[src/rtl/mod_counter_pkg.sv]
// Shared definitions for the modulo-N counter library: direction encoding,
// next-state action codes and the terminal-value helper.
package mod_counter_pkg;

   localparam logic DIR_UP   = 1'b0;
   localparam logic DIR_DOWN = 1'b1;

   // Decoded per-edge action, highest-priority source wins.
   typedef enum logic [2:0] {
      ACT_HOLD   = 3'd0,
      ACT_CLEAR  = 3'd1,
      ACT_LOAD   = 3'd2,
      ACT_REJECT = 3'd3,
      ACT_COUNT  = 3'd4
   } act_e;

   function automatic int unsigned terminal_value(input int unsigned modulus,
                                                  input logic        dir);
      return (dir == DIR_DOWN) ? 0 : modulus - 1;
   endfunction

endpackage : mod_counter_pkg

[src/rtl/mod_n_counter_t_flip_flop.sv]
// Single-bit toggle cell: Q inverts on a rising Clock edge while T is high.
// Asynchronous active-high Reset clears Q.
module t_flip_flop (
   input  logic Clock,
   input  logic Reset,
   input  logic T,
   output logic Q
);

   // NOTE: state is updated with non-blocking assignments so every cell samples
   // the pre-edge Count and the whole word switches together.
   always_ff @(posedge Clock or posedge Reset) begin
      if (Reset)  Q <= 1'b0;
      else if (T) Q <= ~Q;
   end

endmodule : t_flip_flop

[src/rtl/mod_n_counter.sv]
// Parametrised synchronous modulo-N counter built from T cells, with clear,
// load, enable, terminal count and cascade carry. Down-counting is compiled in
// only when MODN_COUNTER_DOWN_EN is defined.
module mod_n_counter
   import mod_counter_pkg::*;
#(
   parameter int MODULUS = 5,
   parameter int WIDTH   = 3
) (
   input  logic             Clock,
   input  logic             Reset,
   input  logic             Enable,
   input  logic             Clear,
   input  logic             Load,
   input  logic [WIDTH-1:0] LoadValue,
   input  logic             Dir,
   output logic [WIDTH-1:0] Count,
   output logic             TerminalCount,
   output logic             CarryOut,
   output logic             LoadErr
);

   localparam logic [WIDTH-1:0] LAST    = WIDTH'(MODULUS - 1);
   localparam logic [WIDTH:0]   MOD_EXT = (WIDTH+1)'(MODULUS);

   if (MODULUS < 2 || (2 ** WIDTH) < MODULUS) begin : g_bad_params
      $error("mod_n_counter: need MODULUS >= 2 and 2**WIDTH >= MODULUS");
   end

   act_e             act;
   logic             load_ok;
   logic             count_legal;
   logic [WIDTH-1:0] count_next;
   logic [WIDTH-1:0] toggle;

   // One extra bit so the comparison still works when 2**WIDTH == MODULUS.
   assign load_ok     = ({1'b0, LoadValue} < MOD_EXT);
   assign count_legal = ({1'b0, Count}     < MOD_EXT);

   always_comb begin
      act = ACT_HOLD;
      if (Clear)       act = ACT_CLEAR;
      else if (Load)   act = load_ok ? ACT_LOAD : ACT_REJECT;
      else if (Enable) act = ACT_COUNT;
   end

   // NOTE: count_next gets its hold value first so no path through the case
   // leaves it unassigned, which would otherwise infer a latch.
   always_comb begin
      count_next = Count;
      unique case (act)
         ACT_CLEAR: count_next = '0;
         ACT_LOAD:  count_next = LoadValue;
         ACT_COUNT: begin
            if (!count_legal) begin
               count_next = '0;
`ifdef MODN_COUNTER_DOWN_EN
            end else if (Dir == DIR_DOWN) begin
               count_next = (Count == '0) ? LAST : Count - WIDTH'(1);
`endif
            end else begin
               count_next = (Count == LAST) ? '0 : Count + WIDTH'(1);
            end
         end
         default: ;
      endcase
   end

   assign toggle = count_next ^ Count;

   for (genvar i = 0; i < WIDTH; i++) begin : g_bit
      t_flip_flop u_cell (
         .Clock (Clock),
         .Reset (Reset),
         .T     (toggle[i]),
         .Q     (Count[i])
      );
   end

`ifdef MODN_COUNTER_DOWN_EN
   assign TerminalCount = (Count == WIDTH'(terminal_value(MODULUS, Dir)));
`else
   logic unused_dir;
   assign unused_dir    = Dir;
   assign TerminalCount = (Count == LAST);
`endif

   assign CarryOut = Enable & TerminalCount;

   // A rejected load only exists when Clear is low, so Clear suppresses LoadErr.
   always_ff @(posedge Clock or posedge Reset) begin
      if (Reset) LoadErr <= 1'b0;
      else       LoadErr <= (act == ACT_REJECT);
   end

endmodule : mod_n_counter

[config.mk]
export PLATFORM = sky130hd
export DESIGN_NAME = mod_n_counter
export DESIGN_NICKNAME = d
export VERILOG_FILES = /design/src/rtl/mod_counter_pkg.sv /design/src/rtl/mod_n_counter_t_flip_flop.sv /design/src/rtl/mod_n_counter.sv
export SDC_FILE = /design/constraint.sdc
export NUM_CORES = 1
export LEC_CHECK = 0
export BUFFER_PORTS_ARGS = -buffer_cell sky130_fd_sc_hd__buf_2
export CAP_MARGIN = 30
export CORE_AREA = 2 2 39 41
export DETAILED_ROUTE_END_ITERATION = 8
export DIE_AREA = 0 0 41 43
export PLACE_DENSITY = 0.44
export SYNTH_ARGS = -nofsm -noshare
export SYNTH_HDL_FRONTEND = slang
export SYNTH_SLANG_ARGS = --single-unit
[constraint.sdc]
create_clock -name Clock -period 4.3 [get_ports Clock]
set_input_delay 0.215 -clock Clock [delete_from_list [all_inputs] [get_ports Clock]]
set_output_delay 0.215 -clock Clock [all_outputs]
set_load 0.01 [all_outputs]
# Word level (Yosys, flattened, before mapping)
# Cells that the tools add are included.
[op_classes]
add_sub_neg = 1
order_cmp = 2
n_eq_ne = 5
bitwise = 5
n_mux = 7
[op_table]
columns = ["op", "n"]
rows = [
  ["3-bit two-way mux", 5],
  ["3-bit case mux with 3 select lines", 1],
  ["3-bit by 2-bit equality test with 1-bit output, second input constant", 2],
  ["3-bit equality test, second input constant", 2],
  ["3-bit < comparator, second input constant", 2],
  ["3-bit by 1-bit adder with 3-bit output, second input constant", 1],
  ["3-bit by 1-bit equality test with 1-bit output, second input constant", 1],
  ["1-bit NOT", 3],
  ["3-bit bitwise XOR", 1],
  ["1-bit bitwise AND", 1],
  ["1-bit two-way mux", 1],
]
[totals]
register_bits = 4
inputBits = 9
out_inout_bits = 6
elab_cells = 24

# Longest topological paths before layout
# Gate-level depths: netlist of run 1.
[logic_depth]
depth_word = 7
mapped_depth = 6
ltp_nobuf = 6

# Cells and area by module
# Synthesis of run 1 repeated with hierarchy kept, for this count alone.
[hier_totals]
hier_cells = 38
hier_area_um2 = 336.6
[by_module_without_submodules]
columns = ["mod", "instances", "cells_per_inst", "seq_area_each_um2", "area_per_inst_um2"]
rows = [
  ["mod_n_counter", 1, 29, 25.0, 224.0],
  ["t_flip_flop", 3, 3, 25.0, 37.5],
]

# Least setup slack after synthesis of run 1
# No wires, ideal clock.
[synth_timing]
kind = "flip-flop to flip-flop"
start = "register g_bit[0].u_cell.Q"
end = "register g_bit[2].u_cell.Q"
arrival_ps = 1425
path_slack_ps = 2810
setup_ps = 65
n_path_buf = 0
t_required_ps = 4235
period_less_slack_ps = 1490
stages_incl_launch_ff = 7
path_cell_list = "dfrtp_1 > inv_1 > ha_1 > and2_1 > or3_1 > o2bb2ai_1 > mux2_2"
[synth_via]
elab_chain_cells = 5
word_cells_on_any_way = 7
cone_classes = "add/sub: 1; order compare: 1; eq/ne: 1; mux: 3; bitwise: 1"
[synth_rtl]
columns = ["element", "line_no", "text"]
rows = [
  ["from (decl)", "mod_n_counter_t_flip_flop.sv:7", "output logic Q"],
  ["from (signal assigned)", "mod_n_counter_t_flip_flop.sv:14", "else if (T) Q <= ~Q;"],
  ["3-bit equality test", "--", ""],
  ["named net TerminalCount", "mod_n_counter.sv:18", "output logic TerminalCount,"],
  ["3-bit two-way mux", "mod_n_counter.sv:62", "count_next = (Count == LAST) ? '0 : Count + WIDTH'(1);"],
  ["3-bit two-way mux", "mod_n_counter.sv:55", "if (!count_legal) begin"],
  ["3-bit case mux with 3 select lines", "mod_n_counter.sv:51", "unique case (act)"],
  ["3-bit bitwise XOR", "mod_n_counter.sv:69", "assign toggle = count_next ^ Count;"],
  ["to (signal assigned)", "mod_n_counter_t_flip_flop.sv:14", ""],
  ["to (decl)", "mod_n_counter_t_flip_flop.sv:7", ""],
]
# The timed path passes the listed nets, and every way through them passes these cells.
# A chain may end at the register's enable or synchronous reset.

# Worst setup path in the final report of run 1
[layout_timing]
start = "register g_bit[0].u_cell.Q"
end = "register g_bit[2].u_cell.Q"
[layout_via]
elab_chain_cells = 5
word_cells_on_any_way = 7
cone_classes = "add/sub: 1; order compare: 1; eq/ne: 1; mux: 3; bitwise: 1"
[layout_rtl]
columns = ["element", "line_no"]
rows = [
  ["3-bit by 1-bit adder with 3-bit output / 3-bit equality test (equally long branches)", "mod_n_counter.sv:62"],
  ["3-bit two-way mux", "mod_n_counter.sv:62"],
  ["3-bit two-way mux (*)", "mod_n_counter.sv:55"],
  ["3-bit case mux with 3 select lines (*)", "mod_n_counter.sv:51"],
  ["3-bit bitwise XOR (*)", "mod_n_counter.sv:69"],
]
# Every way passes the cells marked *; elsewhere a longest branch is shown, timed or not.

==> impl_results.html, run 1 <==
<table>
<tr><th>Metric</th><th>Value</th></tr>
<tr><th colspan="2">Setup path</th></tr>
<tr><td>Cell at the slowest stage of the critical path</td><td>sky130_fd_sc_hd__dfrtp_1</td></tr>
<tr><td>Required time reported for the critical path endpoint</td><td>4470 ps</td></tr>
<tr><td>Kind of end point of the critical path</td><td>flop</td></tr>
<tr><td>Delay contributed by the slowest stage of the critical path</td><td>440 ps</td></tr>
<tr><td>Startpoint of the worst register-to-register path</td><td>g_bit[0].u_cell.Q</td></tr>
<tr><td>Startpoint type of the worst setup path</td><td>flop</td></tr>
<tr><td>Maximum net fanout on the critical path</td><td>7</td></tr>
<tr><td>Worst endpoint data arrival time</td><td>1750 ps</td></tr>
<tr><td>Type of the worst setup path</td><td>reg2reg</td></tr>
<tr><td>Count of buffering cells on the critical path with inverters included</td><td>1</td></tr>
<tr><td>Top cell family by delay on the critical path</td><td>simple AND/OR/NAND/NOR gates</td></tr>
<tr><td>Crit-path cells</td><td>inv_1 &gt; ha_1 &gt; and2_1 &gt; or3_1 &gt; o2bb2ai_1 &gt; mux2_2</td></tr>
<tr><td>Worst setup startpoint</td><td>g_bit[0].u_cell.Q</td></tr>
<tr><th colspan="2">Die</th></tr>
<tr><td>Effective utilization at floorplan</td><td>22.4%</td></tr>
<tr><td>Number of I/O pins</td><td>15</td></tr>
<tr><td>Die outline width</td><td>41 um</td></tr>
<tr><td>Die outline height</td><td>43 um</td></tr>
<tr><td>Floorplan Core Area</td><td>1380 um2</td></tr>
<tr><td>Full die area</td><td>1760 um2</td></tr>
<tr><td># rows</td><td>14</td></tr>
<tr><th colspan="2">Synth</th></tr>
<tr><td>Post-synthesis async set-or-reset flop share</td><td>100%</td></tr>
<tr><td>Seq/Total Area, Yosys</td><td>32.3%</td></tr>
<tr><td>Biggest area consumer among synthesized cells</td><td>sky130_fd_sc_hd__dfrtp_1</td></tr>
<tr><td>Seq cells post-synth</td><td>4</td></tr>
<tr><td>Number of enable flip-flop cells after synthesis</td><td>0</td></tr>
<tr><td>Synthesized Nets</td><td>45</td></tr>
<tr><td>Syn Inst Count</td><td>34</td></tr>
<tr><td>Top FF cell, synth</td><td>sky130_fd_sc_hd__dfrtp_1</td></tr>
<tr><td>Dominant cells by area after synthesis</td><td>sky130_fd_sc_hd__dfrtp_1 32%, sky130_fd_sc_hd__ha_1 8.1%, sky130_fd_sc_hd__buf_4 7.3%, sky130_fd_sc_hd__nand2b_4 4.4%, sky130_fd_sc_hd__inv_1 3.6%</td></tr>
<tr><td>Post-synth cell types</td><td>22</td></tr>
<tr><td>Combined area of all synthesized cells</td><td>310 um2</td></tr>
<tr><td>Syn_area_per_cell</td><td>9.13 um2</td></tr>
<tr><td>Ys Warns</td><td>0</td></tr>
<tr><td>Synth top area share</td><td>32.3%</td></tr>
<tr><th colspan="2">Layout</th></tr>
<tr><td>Final nets</td><td>61</td></tr>
<tr><td>Fraction of layout cells with a size suffix above 1</td><td>39.6%</td></tr>
<tr><td>Core occupancy in the finished layout</td><td>29.3%</td></tr>
<tr><td>P&amp;R area growth vs syn</td><td>30.6%</td></tr>
<tr><td>Number of antenna diodes</td><td>0</td></tr>
<tr><th colspan="2">Route</th></tr>
<tr><td>Final routed wirelength across all metal layers</td><td>629 um</td></tr>
<tr><td>Total iterations of the first detailed-routing run</td><td>4</td></tr>
<tr><td>Vias per inst</td><td>4.36</td></tr>
<tr><td>Post-route ant nets</td><td>0</td></tr>
<tr><td>Remaining DRCs</td><td>0</td></tr>
<tr><td>Number of DRC violations after detailed-routing iteration 0</td><td>10</td></tr>
<tr><td>DR WL/cell</td><td>9.83 um</td></tr>
<tr><td>Total number of vias</td><td>279</td></tr>
<tr><th colspan="2">Timing</th></tr>
<tr><td>Final max-slew violation count</td><td>0</td></tr>
<tr><td>Post-route clock period utilization</td><td>36.7%</td></tr>
<tr><td>Fmax</td><td>634 MHz</td></tr>
<tr><td>Minimum hold slack</td><td>204 ps</td></tr>
<tr><td>Relative max-transition margin</td><td>78.1%</td></tr>
<tr><td>Setup Skew</td><td>5.44 ps</td></tr>
<tr><td>Final number of hold-violating endpoints</td><td>0</td></tr>
<tr><td>Post-layout min period</td><td>1580 ps</td></tr>
<tr><td>Worst Max-Slew Pin Slew</td><td>326 ps</td></tr>
<tr><td>Setup repair after global routing missed its margin</td><td>no</td></tr>
<tr><td>Post-route setup TNS</td><td>0 ps</td></tr>
<tr><td>Final Setup Violations</td><td>0</td></tr>
<tr><th colspan="2">Place</th></tr>
<tr><td>PortBufs</td><td>13</td></tr>
<tr><td>Placer Congestion</td><td>0.663</td></tr>
<tr><th colspan="2">Pwr</th></tr>
<tr><td>Max VDD drop</td><td>0.235 mV</td></tr>
<tr><td>Leakage power</td><td>0.000213 uW</td></tr>
<tr><td>Total power per unit cell area</td><td>287 nW/um2</td></tr>
<tr><th colspan="2">Clock tree</th></tr>
<tr><td>TritonCTS clock tree</td><td>yes</td></tr>
<tr><td>Bufs on Longest Clock Path</td><td>2</td></tr>
<tr><td>H-tree depth reported by CTS</td><td>1</td></tr>
<tr><td>Clock insertion delay at the later pin of the skew report</td><td>230 ps</td></tr>
<tr><td>Cell chosen for the clock root</td><td>sky130_fd_sc_hd__clkbuf_4</td></tr>
<tr><td>Total setup buffers inserted after CTS</td><td>0</td></tr>
<tr><td>Num CTS Buffers</td><td>3</td></tr>
<tr><td>Number of sinks driven by the clock tree</td><td>4</td></tr>
<tr><td>Clock transition time at the flip-flop clock pins of the worst setup and hold paths</td><td>40 ps</td></tr>
<tr><th colspan="2">GRT</th></tr>
<tr><td>Pin count of the biggest net entering global routing</td><td>8</td></tr>
<tr><td>Gr usage total</td><td>9.15%</td></tr>
<tr><td>Wire length of the first global-routing pass</td><td>1.06 mm</td></tr>
<tr><td>Number of antenna violations at the first check in global routing</td><td>0</td></tr>
<tr><td>Gr ovfl total</td><td>0</td></tr>
<tr><td>Number of global-route vias before repair</td><td>265</td></tr>
<tr><th colspan="2">Flow run</th></tr>
<tr><td>MaxCap Viol Count</td><td>0</td></tr>
<tr><th colspan="2">Hold path</th></tr>
<tr><td>HP Class</td><td>in2reg</td></tr>
<tr><td>Startpoint of the most critical hold path</td><td>Clear</td></tr>
<tr><th colspan="2">Status</th></tr>
<tr><td>Run status</td><td>completed</td></tr>
</table>
registers in the layout (all words and copies together) (netlist names):
signal          count
LoadErr             1
g_bit.u_cell.Q      3
layout by cell type (no fill, tap or decap), drive strengths merged:
cell and n:
inv 3, ha 2, a211oi 1, and2 1
nor2b 1, nor3b 1, nand2b 1, dfrtp 4
nor2 2, nor3 1, a221o 1, mux2 1
and3b 1, nand2 3, o21ai 3, or3 1
dlygate4sd3 1, clkbuf 3, mux2i 1, and3 1
o2bb2ai 1, a2bb2oi 1, buf 13
where the power goes:
group	internal [uW]	total, uW	switching [uW]
clock	31.2	45.7	14.5
combinational	13.5	26.4	12.9
sequential	40.5	44.4	3.92
synth_stat cells, drive strengths merged (2+ instances only):
master and number:
buf 3, dfrtp 4, ha 2, inv 3, nand2 3, nor2 2, o21ai 3
layer usage:
metal | up-vias | part of all wire, % | track usage [%]
met5 | - | 0 | 0
met4 | 0 | 0 | 2.00
met3 | 0 | 12 | 6.28
met2 | 12 | 43 | 12.5
met1 | 122 | 45 | 11.6
li1 | 145 | - | -
stage by stage:
stage                     worst slack [ps]  std cells  cell area (um2)  power, uW
after floorplan                       2810         34              310       62.8
after CTS                             2720         64              405        120
after global routing                  2590         64              405        125
after global placement                2740         60              373       71.1
after detailed placement              2730         60              373       71.3
final                                 2720         64              405        116
worst paths after layout:
check / depth (start not counted) / endpoint / slack (ps)
setup / recovery: 6 / g_bit[2].u_cell.Q / 2720
hold / removal: 2 / LoadErr / 200
setup reg to reg: 6 / g_bit[2].u_cell.Q / 2720
hold reg to reg: 1 / g_bit[1].u_cell.Q / 630
max in group asynchronous: 3 / g_bit[0].u_cell.Q / 3740
min in group asynchronous: 3 / g_bit[1].u_cell.Q / 410
repair_timing:
action	in CTS	in global routing
gates resized for setup	0	0
endpoints found under the hold margin	4	0
hold buffers	1	0
endpoints found under the setup margin	0	0
cell type report:
type / count / area [um2]
inverters: 3 / 11.3
flip-flops and latches: 4 / 100
well taps: 16 / 20.0
fillers: 156 / 978
clock buffers: 3 / 22.5
repair buffers: 14 / 75.1
multi-input cells: 24 / 176
kinds of logic (layout without fill, tap and decap cells):
kind of cell             Yosys count  count (layout)  share of synthesized area (%)
AND/OR/NAND/NOR                   13              13                           25.8
AO/OA/AOI/OAI                      7               7                           16.1
buffers and inverters              6              20                           10.9
flip-flops                         4               4                           32.3
adder cells (fa/ha/maj)            2               2                           8.06
multiplexers                       2               2                           6.85
Note: power is estimated with default switching activity, not from simulation.
==> run 2, diff against run 1 <==
--- a/config.mk
+++ b/config.mk
@@ -10,7 +10,7 @@
 export CORE_AREA = 2 2 39 41
 export DETAILED_ROUTE_END_ITERATION = 8
 export DIE_AREA = 0 0 41 43
-export PLACE_DENSITY = 0.44
+export PLACE_DENSITY = 0.46
 export SYNTH_ARGS = -nofsm -noshare
 export SYNTH_HDL_FRONTEND = slang
 export SYNTH_SLANG_ARGS = --single-unit
==> constraint.sdc (replaced) <==
create_clock -name Clock -period 1.3 [get_ports Clock]
set_input_delay 0.065 -clock Clock [delete_from_list [all_inputs] [get_ports Clock]]
set_output_delay 0.065 -clock Clock [all_outputs]
set_load 0.01 [all_outputs]
==> impl_results.html, run 2 (same netlist as run 1, synthesis figures left out) <==
<table>
<tr><th>Metric</th><th>Value</th></tr>
<tr><th colspan="2">Status</th></tr>
<tr><td>Run status</td><td>complete, but fails checks</td></tr>
<tr><td>Violations in the final reports</td><td>negative setup slack</td></tr>
<tr><th colspan="2">Hold path</th></tr>
<tr><td>End of the worst hold path</td><td>LoadErr</td></tr>
<tr><td>Cell depth of the worst min-delay path</td><td>2 (unchanged)</td></tr>
<tr><td>Startpoint of the most critical hold path</td><td>Clear</td></tr>
<tr><td>HP Class</td><td>in2reg</td></tr>
<tr><th colspan="2">Place</th></tr>
<tr><td>Count of placed standard cells including taps</td><td>64 (+6.7%)</td></tr>
<tr><td>Placer Congestion</td><td>0.684 (+3.3%)</td></tr>
<tr><td>Area of placed instances</td><td>408 um2 (+9.4%)</td></tr>
<tr><td>PortBufs</td><td>13 (unchanged)</td></tr>
<tr><td>Final HPWL DP</td><td>550 um</td></tr>
<tr><th colspan="2">Clock tree</th></tr>
<tr><td>TritonCTS clock tree</td><td>yes</td></tr>
<tr><td>Cell chosen for the clock root</td><td>sky130_fd_sc_hd__clkbuf_4</td></tr>
<tr><td>Total setup buffers inserted after CTS</td><td>0 (unchanged)</td></tr>
<tr><td>Clock transition time at the flip-flop clock pins of the worst setup and hold paths</td><td>40 ps (about the same)</td></tr>
<tr><td>Number of sinks driven by the clock tree</td><td>4 (unchanged)</td></tr>
<tr><td>Clock insertion delay at the later pin of the skew report</td><td>230 ps (about the same)</td></tr>
<tr><td>H-tree depth reported by CTS</td><td>1 (unchanged)</td></tr>
<tr><td>Bufs on Longest Clock Path</td><td>2 (unchanged)</td></tr>
<tr><td>Num CTS Buffers</td><td>3 (unchanged)</td></tr>
<tr><th colspan="2">Timing</th></tr>
<tr><td>Final max-slew violation count</td><td>0 (unchanged)</td></tr>
<tr><td>Final Setup Violations</td><td>2 (+2)</td></tr>
<tr><td>Minimum hold slack</td><td>62.8 ps (-141 ps)</td></tr>
<tr><td>Relative max-transition margin</td><td>74.0% (-4.1 points)</td></tr>
<tr><td>Post-route clock period utilization</td><td>106% (+69 points)</td></tr>
<tr><td>Final number of hold-violating endpoints</td><td>0 (unchanged)</td></tr>
<tr><td>Post-layout min period</td><td>1370 ps (-204 ps)</td></tr>
<tr><td>Setup Skew</td><td>3.55 ps (-1.89 ps)</td></tr>
<tr><td>Worst Max-Slew Pin Slew</td><td>387 ps (+61.3 ps)</td></tr>
<tr><td>Setup repair after global routing missed its margin</td><td>yes</td></tr>
<tr><td>Fmax</td><td>728 MHz (+15%)</td></tr>
<tr><td>Crit path setup slack, layout</td><td>-73.8 ps (-2800 ps)</td></tr>
<tr><th colspan="2">Die</th></tr>
<tr><td>Die outline width</td><td>41 um (unchanged)</td></tr>
<tr><td>Full die area</td><td>1760 um2 (unchanged)</td></tr>
<tr><td># rows</td><td>14 (unchanged)</td></tr>
<tr><td>Number of I/O pins</td><td>15 (unchanged)</td></tr>
<tr><td>Die outline height</td><td>43 um (unchanged)</td></tr>
<tr><td>Floorplan Core Area</td><td>1380 um2 (unchanged)</td></tr>
<tr><td>Effective utilization at floorplan</td><td>22.4% (unchanged)</td></tr>
<tr><th colspan="2">Pwr</th></tr>
<tr><td>Post-layout total power</td><td>414 uW (+260%)</td></tr>
<tr><td>Max VDD drop</td><td>0.818 mV (+250%)</td></tr>
<tr><td>Clock network fraction of total power</td><td>35.7% (-3.5 points)</td></tr>
<tr><td>Psw</td><td>112 uW (+260%)</td></tr>
<tr><td>Fraction of power spent switching nets</td><td>27.0% (+0.11 points)</td></tr>
<tr><td>Total power per unit cell area</td><td>869 nW/um2 (+200%)</td></tr>
<tr><td>Sequential share of power</td><td>33.3% (-4.8 points)</td></tr>
<tr><td>Total internal power</td><td>302 uW (+250%)</td></tr>
<tr><td>Leakage power</td><td>0.000240 uW (+12%)</td></tr>
<tr><td>Proportion of power drawn by combinational gates</td><td>31.1% (+8.4 points)</td></tr>
<tr><th colspan="2">Route</th></tr>
<tr><td>Final routed wirelength across all metal layers</td><td>724 um (+15%)</td></tr>
<tr><td>Total iterations of the first detailed-routing run</td><td>4 (unchanged)</td></tr>
<tr><td>Number of DRC violations after detailed-routing iteration 0</td><td>6 (-4)</td></tr>
<tr><td>Post-route ant nets</td><td>0 (unchanged)</td></tr>
<tr><td>Total number of vias</td><td>290 (+3.9%)</td></tr>
<tr><td>Vias per inst</td><td>4.26 (-2.2%)</td></tr>
<tr><td>DR WL/cell</td><td>10.6 um (+8.3%)</td></tr>
<tr><td>Remaining DRCs</td><td>0 (unchanged)</td></tr>
<tr><th colspan="2">Setup path</th></tr>
<tr><td>Kind of end point of the critical path</td><td>flop</td></tr>
<tr><td>Capture point of the worst reg-to-reg path</td><td>g_bit[2].u_cell.Q</td></tr>
<tr><td>Maximum net fanout on the critical path</td><td>2 (-5)</td></tr>
<tr><td>Worst endpoint data arrival time</td><td>1540 ps (-210 ps)</td></tr>
<tr><td>Path depth of the worst reg2reg path</td><td>6 (unchanged)</td></tr>
<tr><td>Startpoint type of the worst setup path</td><td>flop</td></tr>
<tr><td>Startpoint of the worst register-to-register path</td><td>g_bit[0].u_cell.Q</td></tr>
<tr><td>Delay contributed by the slowest stage of the critical path</td><td>340 ps (-100 ps)</td></tr>
<tr><td>Cell at the slowest stage of the critical path</td><td>sky130_fd_sc_hd__or3_4</td></tr>
<tr><td>Type of the worst setup path</td><td>reg2reg</td></tr>
<tr><td>Crit-path cells</td><td>inv_1 &gt; ha_2 &gt; and2_4 &gt; or3_4 &gt; o2bb2ai_2 &gt; mux2_4</td></tr>
<tr><td>Required time reported for the critical path endpoint</td><td>1460 ps (-3010 ps)</td></tr>
<tr><td>Slack of the worst reg-to-reg path</td><td>-70 ps (-2800 ps)</td></tr>
<tr><th colspan="2">Flow run</th></tr>
<tr><td>MaxCap Viol Count</td><td>0 (unchanged)</td></tr>
<tr><th colspan="2">GRT</th></tr>
<tr><td>Number of antenna violations at the first check in global routing</td><td>0 (unchanged)</td></tr>
<tr><td>Wire length of the first global-routing pass</td><td>1.06 mm (unchanged)</td></tr>
<tr><td>Gr ovfl total</td><td>0 (unchanged)</td></tr>
<tr><td>Pin count of the biggest net entering global routing</td><td>7 (-1)</td></tr>
<tr><td>Number of global-route vias before repair</td><td>267 (+0.75%)</td></tr>
<tr><td>Gr usage total</td><td>9.25% (+0.10 points)</td></tr>
<tr><th colspan="2">Layout</th></tr>
<tr><td>Final nets</td><td>65 (+6.6%)</td></tr>
<tr><td>Number of antenna diodes</td><td>0 (unchanged)</td></tr>
<tr><td>Register with the most flip-flops</td><td>g_bit.u_cell.Q</td></tr>
<tr><td>P&amp;R area growth vs syn</td><td>53.6%</td></tr>
<tr><td>Highest-count cells in the layout ignoring fill and taps</td><td>13 x sky130_fd_sc_hd__buf_2, 4 x sky130_fd_sc_hd__dfrtp_1, 4 x sky130_fd_sc_hd__buf_4</td></tr>
<tr><td>Post-route standard cell area excluding fillers</td><td>477 um2 (+18%)</td></tr>
<tr><td>Most common library cell in the layout ignoring fill and taps</td><td>sky130_fd_sc_hd__buf_2</td></tr>
<tr><td>Non-filler cells in the finished layout</td><td>68 (+6.3%)</td></tr>
<tr><td>Top Registers</td><td>g_bit.u_cell.Q x3, LoadErr x1</td></tr>
<tr><td>Fraction of layout cells with a size suffix above 1</td><td>57.7% (+18 points)</td></tr>
<tr><td>Number of flip-flops in the largest register</td><td>3 (unchanged)</td></tr>
</table>
-- run 2: critical path: cells and delay by family (launching register included) --
kind | cells | cell delay [ps]
buf+inv | 1 | 40
compound gates | 1 | 120
flops | 1 | 330
fa+ha+maj | 1 | 170
mux | 1 | 150
simple gates | 2 | 490
-- run 2: final cells by class --
| cell class | count | area [um2] |
|---|---|---|
| well taps | 16 | 20.0 |
| inverters | 3 | 11.3 |
| fillers | 148 | 907 |
| multi-input cells | 24 | 218 |
| repair buffers | 18 | 105 |
| flip-flops and latches | 4 | 100 |
| clock buffers | 3 | 22.5 |
-- run 2: per-layer routing --
layer / track usage (%) / up-vias / routed length [um]
li1: - / 154 / -
met1: 11.9 / 125 / 347
met2: 12.5 / 11 / 327
met3: 6.28 / 0 / 49
met4: 2.00 / 0 / 0
met5: 0 / - / 0
-- run 2: power groups by stage --
stage | Clock, uW | Sequential [uW] | Combinational [uW]
6_report | 148 | 138 | 129
5_1_grt | 166 | 139 | 146
4_1_cts | 153 | 138 | 116
3_5_place_dp | 0 | 139 | 112
3_3_place_gp | 0 | 140 | 112
2_1_floorplan | 0 | 146 | 64.5
-- run 2: worst max-delay path by stage --
stage,startpoint,endpoint,slack (ps),cells after the start
3_5_place_dp,g_bit[0].u_cell.Q,g_bit[2].u_cell.Q,-60,6
6_report,g_bit[0].u_cell.Q,g_bit[2].u_cell.Q,-70,6
2_1_floorplan,g_bit[0].u_cell.Q,g_bit[2].u_cell.Q,-130,6
5_1_grt,g_bit[1].u_cell.Q,g_bit[2].u_cell.Q,-120,6
3_3_place_gp,g_bit[0].u_cell.Q,g_bit[2].u_cell.Q,-70,6
4_1_cts,g_bit[0].u_cell.Q,g_bit[2].u_cell.Q,-70,6
-- run 2: what timing repair did --
action,4_1_cts,5_1_grt
setup endpoints to repair,1,2
endpoints found under the hold margin,4,0
pin swaps,0,0
hold buffers,1,0
gates resized for setup,1,6
-- run 2: metrics by stage --
stage / TNS [ps] / worst slack, ps / utilization (%)
after global routing: -215 / -122 / 34.4
after detailed placement: -55.2 / -55.2 / 29.5
after floorplan: -187 / -129 / -
after CTS: -67.0 / -67.0 / 32.2
final: -90.6 / -73.8 / 34.4
after global placement: -87.0 / -67.9 / 29.5
==> run 3, diff against run 2 <==
--- a/config.mk
+++ b/config.mk
@@ -10,7 +10,6 @@
 export CORE_AREA = 2 2 39 41
 export DETAILED_ROUTE_END_ITERATION = 8
 export DIE_AREA = 0 0 41 43
-export PLACE_DENSITY = 0.46
 export SYNTH_ARGS = -nofsm -noshare
 export SYNTH_HDL_FRONTEND = slang
 export SYNTH_SLANG_ARGS = --single-unit
==> impl_results.html, run 3 (same netlist as run 1, synthesis figures left out) <==
<table>
<tr><th>Metric</th><th>Value</th></tr>
<tr><th colspan="2">Status</th></tr>
<tr><td>Run status</td><td>complete, but fails checks</td></tr>
<tr><td>Violations in the final reports</td><td>negative setup slack</td></tr>
<tr><th colspan="2">Timing</th></tr>
<tr><td>Final Setup Violations</td><td>2 (unchanged)</td></tr>
<tr><td>Final number of hold-violating endpoints</td><td>0 (unchanged)</td></tr>
<tr><td>Setup repair after global routing missed its margin</td><td>yes</td></tr>
<tr><td>Fmax</td><td>727 MHz (about the same)</td></tr>
<tr><td>Final max-slew violation count</td><td>0 (unchanged)</td></tr>
<tr><td>Worst Max-Slew Pin Slew</td><td>362 ps (-25.0 ps)</td></tr>
<tr><td>Setup Skew</td><td>3.08 ps (-0.471 ps)</td></tr>
<tr><td>Crit path setup slack, layout</td><td>-74.8 ps (-0.919 ps)</td></tr>
<tr><td>Post-route clock period utilization</td><td>106% (about the same)</td></tr>
<tr><td>Post-route setup TNS</td><td>-107 ps (-16.8 ps)</td></tr>
<tr><td>Relative max-transition margin</td><td>75.7% (+1.7 points)</td></tr>
<tr><td>Post-layout min period</td><td>1370 ps (+0.919 ps)</td></tr>
<tr><th colspan="2">Layout</th></tr>
<tr><td>Number of flip-flops in the largest register</td><td>3 (unchanged)</td></tr>
<tr><td>Sequential cell area in the final layout</td><td>100 um2 (unchanged)</td></tr>
<tr><td>Top Registers</td><td>g_bit.u_cell.Q x3, LoadErr x1</td></tr>
<tr><td># fillers</td><td>156 (+5.4%)</td></tr>
<tr><td>Multi-input combinational cell area</td><td>204 um2 (-6.3%)</td></tr>
<tr><td>Final nets</td><td>65 (unchanged)</td></tr>
<tr><td>P&amp;R area growth vs syn</td><td>51.2%</td></tr>
<tr><td>Fraction of layout cells with a size suffix above 1</td><td>55.8% (-1.9 points)</td></tr>
<tr><td>Highest-count cells in the layout ignoring fill and taps</td><td>12 x sky130_fd_sc_hd__buf_2, 4 x sky130_fd_sc_hd__dfrtp_1, 4 x sky130_fd_sc_hd__buf_4</td></tr>
<tr><td>Number of antenna diodes</td><td>0 (unchanged)</td></tr>
<tr><td>Core occupancy in the finished layout</td><td>33.9% (-0.54 points)</td></tr>
<tr><td>Register with the most flip-flops</td><td>g_bit.u_cell.Q</td></tr>
<tr><td>Post-route standard cell area excluding fillers</td><td>469 um2 (-1.6%)</td></tr>
<tr><td>Most common library cell in the layout ignoring fill and taps</td><td>sky130_fd_sc_hd__buf_2</td></tr>
<tr><th colspan="2">Place</th></tr>
<tr><td>Final HPWL DP</td><td>512 um (-6.8%)</td></tr>
<tr><td>Area of placed instances</td><td>408 um2 (unchanged)</td></tr>
<tr><td>Placer Congestion</td><td>0.712 (+4.0%)</td></tr>
<tr><td>PortBufs</td><td>13 (unchanged)</td></tr>
<tr><th colspan="2">GRT</th></tr>
<tr><td>Wire length of the first global-routing pass</td><td>986 um (-7.2%)</td></tr>
<tr><td>Pin count of the biggest net entering global routing</td><td>7 (unchanged)</td></tr>
<tr><td>Number of global-route vias before repair</td><td>263 (-1.5%)</td></tr>
<tr><td>Gr usage total</td><td>8.98% (-0.27 points)</td></tr>
<tr><td>Number of antenna violations at the first check in global routing</td><td>0 (unchanged)</td></tr>
<tr><td>Gr ovfl total</td><td>0 (unchanged)</td></tr>
<tr><th colspan="2">Clock tree</th></tr>
<tr><td>Clock insertion delay at the later pin of the skew report</td><td>230 ps (about the same)</td></tr>
<tr><td>Total setup buffers inserted after CTS</td><td>0 (unchanged)</td></tr>
<tr><td>Bufs on Longest Clock Path</td><td>2 (unchanged)</td></tr>
<tr><td>Num CTS Buffers</td><td>3 (unchanged)</td></tr>
<tr><td>Cell chosen for the clock root</td><td>sky130_fd_sc_hd__clkbuf_4</td></tr>
<tr><td>Number of sinks driven by the clock tree</td><td>4 (unchanged)</td></tr>
<tr><td>Clock transition time at the flip-flop clock pins of the worst setup and hold paths</td><td>40 ps (about the same)</td></tr>
<tr><td>TritonCTS clock tree</td><td>yes</td></tr>
<tr><td>H-tree depth reported by CTS</td><td>1 (unchanged)</td></tr>
<tr><th colspan="2">Die</th></tr>
<tr><td>Number of I/O pins</td><td>15 (unchanged)</td></tr>
<tr><td>Full die area</td><td>1760 um2 (unchanged)</td></tr>
<tr><td># rows</td><td>14 (unchanged)</td></tr>
<tr><td>Die outline width</td><td>41 um (unchanged)</td></tr>
<tr><td>Effective utilization at floorplan</td><td>22.4% (unchanged)</td></tr>
<tr><td>Die outline height</td><td>43 um (unchanged)</td></tr>
<tr><td>Floorplan Core Area</td><td>1380 um2 (unchanged)</td></tr>
<tr><th colspan="2">Pwr</th></tr>
<tr><td>Leakage power</td><td>0.000240 uW (-0.19%)</td></tr>
<tr><td>Max VDD drop</td><td>0.504 mV (-38%)</td></tr>
<tr><td>Total power per unit cell area</td><td>885 nW/um2 (+1.8%)</td></tr>
<tr><td>Post-layout total power</td><td>415 uW (+0.25%)</td></tr>
<tr><th colspan="2">Setup path</th></tr>
<tr><td>Type of the worst setup path</td><td>reg2reg</td></tr>
<tr><td>Startpoint type of the worst setup path</td><td>flop</td></tr>
<tr><td>Kind of end point of the critical path</td><td>flop</td></tr>
<tr><td>Required time reported for the critical path endpoint</td><td>1470 ps (about the same)</td></tr>
<tr><td>Maximum net fanout on the critical path</td><td>2 (unchanged)</td></tr>
<tr><td>Worst endpoint data arrival time</td><td>1550 ps (about the same)</td></tr>
<tr><th colspan="2">Route</th></tr>
<tr><td>Number of DRC violations after detailed-routing iteration 0</td><td>4 (-2)</td></tr>
<tr><td>Vias per inst</td><td>4.35 (+2.1%)</td></tr>
<tr><td>Remaining DRCs</td><td>0 (unchanged)</td></tr>
<tr><td>Total number of vias</td><td>296 (+2.1%)</td></tr>
<tr><td>Final routed wirelength across all metal layers</td><td>639 um (-12%)</td></tr>
<tr><td>Total iterations of the first detailed-routing run</td><td>4 (unchanged)</td></tr>
<tr><td>DR WL/cell</td><td>9.40 um (-12%)</td></tr>
<tr><td>Post-route ant nets</td><td>0 (unchanged)</td></tr>
<tr><th colspan="2">Flow run</th></tr>
<tr><td>MaxCap Viol Count</td><td>0 (unchanged)</td></tr>
<tr><th colspan="2">Hold path</th></tr>
<tr><td>HP Class</td><td>in2reg</td></tr>
</table>
==> run 3: final timing paths <==
path | startpoint | end | slack (ps) | cells past startpoint
setup / recovery | g_bit[0].u_cell.Q | g_bit[2].u_cell.Q | -70 | 6
hold / removal | Clear | LoadErr | 60 | 2
setup reg to reg | g_bit[0].u_cell.Q | g_bit[2].u_cell.Q | -70 | 6
hold reg to reg | g_bit[1].u_cell.Q | g_bit[1].u_cell.Q | 630 | 2
max in group asynchronous | Reset | g_bit[2].u_cell.Q | 900 | 3
min in group asynchronous | Reset | g_bit[0].u_cell.Q | 250 | 3
==> run 3: area by class of cell <==
class	instances	area share (%)
clock buffers	3	4.80
multi-input cells	24	43.5
well taps	16	4.27
flip-flops and latches	4	21.3
repair buffers	18	23.7
inverters	3	2.40
==> run 3: through the flow <==
stage	setup WS, ps	std cells	hold slack [ps]
finish	-74.8	68	56.2
global route	-135	68	69.6
CTS	-85.1	68	50.3
detailed placement	-90.0	64	-50.5
global placement	-64.1	64	-57.3
floorplan	-129	34	-169
==> run 3: what timing repair did <==
action	in CTS	in global routing
endpoints found under the hold margin	4	0
endpoints found under the setup margin	2	3
resized for setup	3	3
hold buffers	1	0
==> run 3: worst max-delay path, stage by stage (launching register included) <==
cell	delay, ps
sky130_fd_sc_hd__dfrtp_1	340
sky130_fd_sc_hd__inv_1	50
sky130_fd_sc_hd__ha_2	170
sky130_fd_sc_hd__and2_4	150
sky130_fd_sc_hd__or3_4	330
sky130_fd_sc_hd__o2bb2ai_2	120
sky130_fd_sc_hd__mux2_4	150
==> run 3: metal layers <==
metal | track usage [%] | vias to the layer above | part of all wire [%]
met5 | 0 | - | 0
met3 | 0 | 2 | 6.4
met2 | 11.6 | 10 | 47
li1 | - | 155 | -
met1 | 11.1 | 129 | 45
met4 | 12.0 | 0 | 1.7
==> run 3: power by group <==
| part | leakage (uW) | switching (uW) | internal, uW |
|---|---|---|---|
| Combinational | 0.000172 | 57.8 | 64.8 |
| Sequential | 0.0000536 | 4.00 | 134 |
| Clock | 0.0000138 | 51.2 | 103 |
| Total | 0.000240 | 113 | 302 |
